**src/rtl/uut_perf_harness_if.sv**
```systemverilog
// Harness-to-UUT connection: operands and reset toward the cipher wrapper,
// word-valid and output word back from it.
interface uut_perf_harness_if #(
    parameter int IN1_W = 80,
    parameter int IN2_W = 80,
    parameter int OUT_W = 64
);
    logic             rst_uut;
    logic [IN1_W-1:0] in1_uut;
    logic [IN2_W-1:0] in2_uut;
    logic             next_data;
    logic             end_uut;
    logic [OUT_W-1:0] out_uut;

    modport master (
        output rst_uut, in1_uut, in2_uut, next_data,
        input  end_uut, out_uut
    );

    modport slave (
        input  rst_uut, in1_uut, in2_uut, next_data,
        output end_uut, out_uut
    );
endinterface

```
**src/rtl/uut_perf_harness.sv**
```systemverilog
// Performance harness: resets the UUT, collects NUM_WORDS output words and times them.
// Optional per-word watchdog enabled by defining UUT_PERF_TIMEOUT_EN.
module uut_perf_harness #(
    parameter int IN1_W     = 80,
    parameter int IN2_W     = 80,
    parameter int OUT_W     = 64,
    parameter int NUM_WORDS = 4,
    parameter int CNT_W     = 32,
    parameter int RST_CYC   = 2,
    parameter int TIMEOUT   = 2**20
) (
    input  logic                         clk,
    input  logic                         rst,
    input  logic                         start,
    input  logic [IN1_W-1:0]             in1_i,
    input  logic [IN2_W-1:0]             in2_i,
    output logic                         busy,
    output logic                         done,
    output logic                         timeout_o,
    output logic [CNT_W-1:0]             latency_o,
    output logic [CNT_W-1:0]             total_o,
    input  logic [$clog2(NUM_WORDS):0]   rd_idx,
    output logic [OUT_W-1:0]             rd_data,
    uut_perf_harness_if.master           uut
);
    localparam int IDX_W = $clog2(NUM_WORDS) + 1;
    localparam int RC_W  = $clog2(RST_CYC + 1);
    localparam logic [CNT_W-1:0] CNT_MAX = {CNT_W{1'b1}};

    if (NUM_WORDS < 1 || NUM_WORDS > 256 || RST_CYC < 1 || TIMEOUT < 1) begin : g_bad_param
        $error("uut_perf_harness: illegal parameter value");
    end

    typedef enum logic [1:0] {S_IDLE, S_RESET, S_RUN, S_DONE} state_t;

    state_t           state_q, state_d;
    logic [RC_W-1:0]  rcnt_q, rcnt_d;
    logic [CNT_W-1:0] cnt_q, cnt_d;
    logic [CNT_W-1:0] lat_q, lat_d;
    logic [CNT_W-1:0] tot_q, tot_d;
    logic [IDX_W-1:0] widx_q, widx_d;
    logic [IN1_W-1:0] in1_q, in1_d;
    logic [IN2_W-1:0] in2_q, in2_d;
    logic             end_q, end_d;
    logic             nd_q, nd_d;
    logic             to_q, to_d;
    logic             cap;
    logic [OUT_W-1:0] buf_q [NUM_WORDS];

`ifdef UUT_PERF_TIMEOUT_EN
    localparam int WD_W = $clog2(TIMEOUT + 1);
    logic [WD_W-1:0] wd_q, wd_d;
`endif

    always_comb begin
        state_d = state_q;
        rcnt_d  = rcnt_q;
        cnt_d   = cnt_q;
        lat_d   = lat_q;
        tot_d   = tot_q;
        widx_d  = widx_q;
        in1_d   = in1_q;
        in2_d   = in2_q;
        end_d   = uut.end_uut;
        nd_d    = 1'b0;
        to_d    = to_q;
        cap     = 1'b0;
`ifdef UUT_PERF_TIMEOUT_EN
        wd_d    = wd_q;
`endif
        case (state_q)
            S_IDLE, S_DONE: begin
                if (start) begin
                    state_d = S_RESET;
                    rcnt_d  = RC_W'(RST_CYC - 1);
                    to_d    = 1'b0;
                    lat_d   = '0;
                    tot_d   = '0;
                    widx_d  = '0;
                    in1_d   = in1_i;
                    in2_d   = in2_i;
                end
            end
            S_RESET: begin
                // a level already high at release must not count as a new word
                end_d = 1'b1;
                cnt_d = '0;
`ifdef UUT_PERF_TIMEOUT_EN
                wd_d  = WD_W'(TIMEOUT - 1);
`endif
                if (rcnt_q == '0) state_d = S_RUN;
                else              rcnt_d  = rcnt_q - 1'b1;
            end
            S_RUN: begin
                cnt_d = (cnt_q == CNT_MAX) ? cnt_q : cnt_q + 1'b1;
                cap   = !end_q && uut.end_uut;
                if (cap) begin
                    widx_d = widx_q + 1'b1;
                    if (widx_q == '0) lat_d = cnt_q;
                    tot_d = cnt_q;
`ifdef UUT_PERF_TIMEOUT_EN
                    wd_d  = WD_W'(TIMEOUT - 1);
`endif
                    if (int'(widx_q) + 1 < NUM_WORDS) nd_d    = 1'b1;
                    else                              state_d = S_DONE;
                end
`ifdef UUT_PERF_TIMEOUT_EN
                else if (wd_q == '0) begin
                    state_d = S_DONE;
                    to_d    = 1'b1;
                end else begin
                    wd_d = wd_q - 1'b1;
                end
`endif
            end
            default: state_d = S_IDLE;
        endcase
    end

    always_ff @(posedge clk) begin
        if (rst) begin
            state_q <= S_IDLE;
            rcnt_q  <= '0;
            cnt_q   <= '0;
            lat_q   <= '0;
            tot_q   <= '0;
            widx_q  <= '0;
            in1_q   <= '0;
            in2_q   <= '0;
            end_q   <= 1'b1;
            nd_q    <= 1'b0;
            to_q    <= 1'b0;
            for (int i = 0; i < NUM_WORDS; i++) buf_q[i] <= '0;
`ifdef UUT_PERF_TIMEOUT_EN
            wd_q    <= '0;
`endif
        end else begin
            state_q <= state_d;
            rcnt_q  <= rcnt_d;
            cnt_q   <= cnt_d;
            lat_q   <= lat_d;
            tot_q   <= tot_d;
            widx_q  <= widx_d;
            in1_q   <= in1_d;
            in2_q   <= in2_d;
            end_q   <= end_d;
            nd_q    <= nd_d;
            to_q    <= to_d;
            for (int i = 0; i < NUM_WORDS; i++) begin
                if (cap && widx_q == IDX_W'(i)) buf_q[i] <= uut.out_uut;
            end
`ifdef UUT_PERF_TIMEOUT_EN
            wd_q    <= wd_d;
`endif
        end
    end

    always_comb begin
        rd_data = '0;
        for (int i = 0; i < NUM_WORDS; i++) begin
            if (rd_idx == IDX_W'(i)) rd_data = buf_q[i];
        end
    end

    assign busy          = (state_q == S_RESET) || (state_q == S_RUN);
    assign done          = (state_q == S_DONE);
    assign timeout_o     = to_q;
    assign latency_o     = lat_q;
    assign total_o       = tot_q;
    assign uut.rst_uut   = !((state_q == S_RUN) || (state_q == S_DONE));
    assign uut.in1_uut   = in1_q;
    assign uut.in2_uut   = in2_q;
    assign uut.next_data = nd_q;
endmodule
```
**src/flat_wrapper.sv**
```systemverilog
// flat-port wrapper written by rule: the top's interface ports become plain ports
module uut_perf_harness_flat 
#(
    parameter int IN1_W     = 80,
    parameter int IN2_W     = 80,
    parameter int OUT_W     = 64,
    parameter int NUM_WORDS = 4,
    parameter int CNT_W     = 32,
    parameter int RST_CYC   = 2,
    parameter int TIMEOUT   = 2**20
)
  (clk, rst, start, in1_i, in2_i, busy, done, timeout_o, latency_o, total_o, rd_idx, rd_data, uut_rst_uut, uut_in1_uut, uut_in2_uut, uut_next_data, uut_end_uut, uut_out_uut);
  uut_perf_harness_if #(.IN1_W(IN1_W), .IN2_W(IN2_W), .OUT_W(OUT_W)) uut_i ();
  input  logic clk;
  input  logic rst;
  input  logic start;
  input  logic [IN1_W-1:0] in1_i;
  input  logic [IN2_W-1:0] in2_i;
  output logic busy;
  output logic done;
  output logic timeout_o;
  output logic [CNT_W-1:0] latency_o;
  output logic [CNT_W-1:0] total_o;
  input  logic [$clog2(NUM_WORDS):0] rd_idx;
  output logic [OUT_W-1:0] rd_data;
  output wire logic [$bits(uut_i.rst_uut)-1:0] uut_rst_uut;
  output wire logic [$bits(uut_i.in1_uut)-1:0] uut_in1_uut;
  output wire logic [$bits(uut_i.in2_uut)-1:0] uut_in2_uut;
  output wire logic [$bits(uut_i.next_data)-1:0] uut_next_data;
  input wire logic [$bits(uut_i.end_uut)-1:0] uut_end_uut;
  input wire logic [$bits(uut_i.out_uut)-1:0] uut_out_uut;
  assign uut_rst_uut = uut_i.rst_uut;
  assign uut_in1_uut = uut_i.in1_uut;
  assign uut_in2_uut = uut_i.in2_uut;
  assign uut_next_data = uut_i.next_data;
  assign uut_i.end_uut = uut_end_uut;
  assign uut_i.out_uut = uut_out_uut;
  uut_perf_harness #(.IN1_W(IN1_W), .IN2_W(IN2_W), .OUT_W(OUT_W), .NUM_WORDS(NUM_WORDS), .CNT_W(CNT_W), .RST_CYC(RST_CYC), .TIMEOUT(TIMEOUT)) u_core (.clk(clk), .rst(rst), .start(start), .in1_i(in1_i), .in2_i(in2_i), .busy(busy), .done(done), .timeout_o(timeout_o), .latency_o(latency_o), .total_o(total_o), .rd_idx(rd_idx), .rd_data(rd_data), .uut(uut_i));
endmodule
```
**config.mk**
```make
export PLATFORM = sky130hd
export DESIGN_NAME = uut_perf_harness_flat
export DESIGN_NICKNAME = d
export VERILOG_FILES = /design/src/rtl/uut_perf_harness_if.sv /design/src/rtl/uut_perf_harness.sv /design/src/flat_wrapper.sv
export SDC_FILE = /design/constraint.sdc
export NUM_CORES = 1
export LEC_CHECK = 0
export ABC_AREA = 1
export CORE_UTILIZATION = 50
export CTS_CLUSTER_DIAMETER = 50
export DETAILED_ROUTE_END_ITERATION = 10
export GPL_TIMING_DRIVEN = 0
export PLACE_DENSITY = 0.84
export REMOVE_ABC_BUFFERS = 1
export SLEW_MARGIN = 15
export SYNTH_ARGS = -nofsm -noshare
export SYNTH_HDL_FRONTEND = slang
export SYNTH_SLANG_ARGS = --single-unit
```
**constraint.sdc**
```tcl
create_clock -name clk -period 8.94 [get_ports clk]
set_clock_uncertainty 0.2 [all_clocks]
set_input_delay 2.235 -clock clk [delete_from_list [all_inputs] [get_ports clk]]
set_output_delay 2.235 -clock clk [all_outputs]
set_load 0.03 [all_outputs]
```
==> reports/summary.txt <==
==================================================================================================
# port buffers ......................................................................          522
Post-DR vias/cell ...................................................................         5.53
Start-to-end type of the worst setup path ...........................................    in -> out
Seq pwr share .......................................................................        0.366
Final period util ...................................................................        0.811
Slowest Stage Delay on Critical Path ................................................      0.79 ns
PnR worst setup slack ...............................................................      1.69 ns
Final Total Pwr .....................................................................      8.42 mW
Largest voltage drop on the vdd net .................................................   0.000203 V
Buffer levels on the longest clock path .............................................            3
Crit. End Element ................................................................... primary output
First-pass GRT wire length ..........................................................    105000 um
Setup Buffers After CTS .............................................................            0
CP bufs+invs ........................................................................            5
Most crowded layer after global routing .............................................         met2
Kind of cell with the highest combined delay on the critical path ................... buffers and inverters
Fillcell total ......................................................................         3069
Vias in the first global route ......................................................        18.7k
Post-Synthesis Cells ................................................................         2455
Post-route ant nets .................................................................            0
Total Routing Usage GR ..............................................................        0.311
Max-capacitance violation count .....................................................            0
Number of enable flip-flop cells after synthesis ....................................          256
Combinational share of power ........................................................        0.337
Final routed wire length divided by cell count ......................................      19.8 um
Cell internal power dissipation .....................................................      5.39 mW
Ports placed on the boundary ........................................................          524
DRC viols ...........................................................................            0
Remaining Overflow, GRT .............................................................            0
Worst endpoint data arrival time ....................................................      4.81 ns
Worst EP required ...................................................................      6.51 ns
Main synth FF type .................................................................. sky130_fd_sc_hd__dfxtp_1
Final setup violation count .........................................................            0
CTS Buf Count .......................................................................           56
Finished layout cell area ........................................................... 0.0295 sq mm
Finished Core Util ..................................................................        0.701
Proportion of synthesized chip area in sequential cells .............................        0.607
Clock transition time at the flip-flop clock pins of the worst setup and hold paths .      0.06 ns
Number of hold-repair buffers added at the cts stage ................................            0
Die boundary height .................................................................       209 um
Placed Instance Area ................................................................ 0.0275 sq mm
CP Max Fanout .......................................................................           32
Clock latency reported for the late side of the worst-skew pair .....................      0.61 ns
Leakage power .......................................................................      11.3 nW
Number of design-rule violations left by the first detailed-router iteration ........         1883
Post-CTS Resized ....................................................................            0
Distinct cell type count after synthesis ............................................           33
CP Cell Sequence .................................................................... clkdlybuf4s50_1 -> inv_1 -> nor2_4 -> buf_16 -> buf_16 -> nand3_1 -> nand4_1 -> clkdlybuf4s50_1
Initial antenna violation count .....................................................           13
Final weighted congestion in routability-driven placement ...........................        0.879
Worst-margin pin slew ...............................................................      1.19 ns
Max Clk Rate ........................................................................    0.138 GHz
Share of async-settable or async-resettable flops after synthesis ...................            0
Total number of clock tree sinks ....................................................          521
Max Slew Vio Count ..................................................................            0
Worst relative slew slack ...........................................................        0.207
Met2 GRT Util .......................................................................        0.521
Std cell rows .......................................................................           75
RSZ-0062 raised after global routing ................................................        false
CP startpoint kind .................................................................. primary input
Count of warnings emitted by yosys ..................................................            0
Switching part of the total .........................................................        0.360
Final #Nets .........................................................................         3140
HP Class ............................................................................   reg -> reg
Overall die width ...................................................................       209 um
Starting density of the core ........................................................        0.508
Final count of hold timing violations ...............................................            0
Synth Cell Area ..................................................................... 0.0214 sq mm
Net switching power .................................................................      3.03 mW
Floorplan core area ................................................................. 0.0421 sq mm
Result of the run ................................................................... complete, no violations
Post-Syn Area per Cell ..............................................................   8.72 sq um
Met1 demand-to-capacity share in global routing .....................................        0.378
HPWL reported at the end of detailed placement ......................................     46100 um
Met3 Resource Use GR ................................................................       0.0879
Routed wire length ..................................................................     69300 um
Relative contribution of the clock network to total power ...........................        0.297
Final critical path time including I/O delays and setup .............................      7.25 ns
Via count ...........................................................................        19.3k
Cell with the biggest individual delay on the critical path ......................... sky130_fd_sc_hd__clkdlybuf4s50_1
Clock tree from TritonCTS ...........................................................        built
Pre-CTS WS ..........................................................................      1.71 ns
Clock root buffer ................................................................... sky130_fd_sc_hd__clkbuf_16
Maximum number of pins on one net before global-route repair ........................          112
Power Density .......................................................................  285 mW/mm^2
Growth of design area from synthesis to finish ......................................        38.0%
Hold Slack ..........................................................................     0.262 ns
DIE AREA ............................................................................ 0.0436 sq mm
Count of state elements after synthesis .............................................          521
Share of cells above drive strength 1 ...............................................       0.0547
Number of iterations in the first detailed-routing pass .............................            6
H-tree level count ..................................................................            2
==================================================================================================
-- metrics by stage --
stage | TNS, ns | std cells
final | 0 | 3493
after global routing | 0 | 3488
after CTS | 0 | 3485
after detailed placement | 0 | 3380
after global placement | -3712.92 | 3346
after floorplan | -11.66 | 2285
-- tightest hold or removal path, stage by stage, from the launching register on --
cell	delay, ns
sky130_fd_sc_hd__dfxtp_1	0.31
sky130_fd_sc_hd__nand2_1	0.06
sky130_fd_sc_hd__a21oi_1	0.05
-- power by group through the flow --
stage          Clock [mW]  Combinational (mW)  Sequential (mW)
2_1_floorplan           0                1.03             3.65
3_3_place_gp            0                2.77             3.12
3_5_place_dp            0                2.82             3.12
4_1_cts              2.53                2.84             3.07
5_1_grt              2.61                3.06             3.12
6_report             2.50                2.84             3.08
-- cell families (layout without fill, tap and decap cells) --
group,count (synthesis),after routing,synth area share
compound gates,274,274,0.0642
other cells,1,9,0.000175
flops,521,521,0.607
xor+xnor,1,1,0.000409
simple gates,1343,1343,0.266
fa+ha+maj,10,10,0.00584
buf+inv,305,796,0.0560
-- registers in the layout (all words and copies together) (netlist names) --
register / count
u_core.total_o: 32
u_core.buf_q: 256
u_core.widx_q: 3
u_core.cnt_q: 32
u_core.uut.in1_uut: 80
u_core.end_q: 1
u_core.state_q: 2
u_core.latency_o: 32
u_core.rcnt_q: 2
u_core.uut.in2_uut: 80
u_core.uut.next_data: 1
-- routing by layer --
| metal | share of wire | vias up | wire, um |
|---|---|---|---|
| li1 | - | 9076 | - |
| met2 | 0.49 | 898 | 33600 |
| met5 | 0.0013 | - | 93 |
| met3 | 0.10 | 160 | 6980 |
| met1 | 0.38 | 9186 | 26300 |
| met4 | 0.033 | 12 | 2300 |
-- Yosys cell counts (2+ instances only) --
| library cell | number | area, sq um |
|---|---|---|
| sky130_fd_sc_hd__nand4_1 | 67 | 419 |
| sky130_fd_sc_hd__inv_1 | 127 | 477 |
| sky130_fd_sc_hd__nand2_2 | 5 | 31.3 |
| sky130_fd_sc_hd__nor3_1 | 3 | 15.0 |
| sky130_fd_sc_hd__buf_6 | 3 | 33.8 |
| sky130_fd_sc_hd__inv_2 | 5 | 18.8 |
| sky130_fd_sc_hd__nand3_1 | 314 | 1570 |
| sky130_fd_sc_hd__buf_1 | 15 | 56.3 |
| sky130_fd_sc_hd__nor2_4 | 3 | 33.8 |
| sky130_fd_sc_hd__clkbuf_2 | 2 | 10.0 |
| sky130_fd_sc_hd__ha_1 | 10 | 125 |
| sky130_fd_sc_hd__a21oi_1 | 61 | 305 |
| sky130_fd_sc_hd__nand2_1 | 253 | 950 |
| sky130_fd_sc_hd__dfxtp_1 | 265 | 5310 |
| sky130_fd_sc_hd__clkinv_1 | 3 | 11.3 |
| sky130_fd_sc_hd__buf_4 | 2 | 15.0 |
| sky130_fd_sc_hd__buf_2 | 18 | 90.1 |
| sky130_fd_sc_hd__o21ai_1 | 4 | 20.0 |
| sky130_fd_sc_hd__clkbuf_1 | 130 | 488 |
| sky130_fd_sc_hd__o21ai_0 | 207 | 1040 |
| sky130_fd_sc_hd__nand3b_1 | 4 | 30.0 |
| sky130_fd_sc_hd__edfxtp_1 | 256 | 7690 |
| sky130_fd_sc_hd__nor2_2 | 4 | 25.0 |
| sky130_fd_sc_hd__nor2_1 | 685 | 2570 |
-- layout by cell type (no fill, tap or decap), types with 4 or more instances in the layout --
cell / count
sky130_fd_sc_hd__inv_2: 4
sky130_fd_sc_hd__edfxtp_1: 256
sky130_fd_sc_hd__clkbuf_1: 11
sky130_fd_sc_hd__o21ai_0: 204
sky130_fd_sc_hd__nand2_4: 5
sky130_fd_sc_hd__clkbuf_16: 56
sky130_fd_sc_hd__buf_12: 8
sky130_fd_sc_hd__a21oi_1: 61
sky130_fd_sc_hd__bufinv_16: 10
sky130_fd_sc_hd__clkinv_2: 9
sky130_fd_sc_hd__nand3_1: 314
sky130_fd_sc_hd__buf_6: 4
sky130_fd_sc_hd__clkbuf_8: 9
sky130_fd_sc_hd__dfxtp_1: 265
sky130_fd_sc_hd__nor2_1: 683
sky130_fd_sc_hd__inv_1: 126
sky130_fd_sc_hd__nand4_1: 67
sky130_fd_sc_hd__nor2_4: 5
sky130_fd_sc_hd__nand2_1: 250
sky130_fd_sc_hd__nand2_2: 4
sky130_fd_sc_hd__ha_1: 9
sky130_fd_sc_hd__clkdlybuf4s50_1: 520
sky130_fd_sc_hd__nand3b_1: 4
sky130_fd_sc_hd__inv_6: 4
sky130_fd_sc_hd__o21ai_1: 4
sky130_fd_sc_hd__diode_2: 8
sky130_fd_sc_hd__buf_16: 21
sky130_fd_sc_hd__nor2_2: 4
-- layout make-up --
class	instances	area, sq um	share of cell area
timing repair buffer	556	6030	0.204
multi-input combinational	1629	7300	0.247
sequential	521	13000	0.440
clock inverter	29	434	0.0147
tap	539	674	0.0228
inverter	135	524	0.0177
clock buffer	76	1570	0.0530
antenna	8	20.0	0.000678
-- worst paths after layout --
path,start,to,slack [ns],cells past startpoint
min,u_core.total_o[11],u_core.total_o[11],0.26,2
max,rd_idx[1],rd_data[33],1.69,8
max reg2reg,u_core.state_q[0],u_core.buf_q[2][54],5.52,9
min reg2reg,u_core.total_o[11],u_core.total_o[11],0.26,2
(Power assumes the default switching activity.)
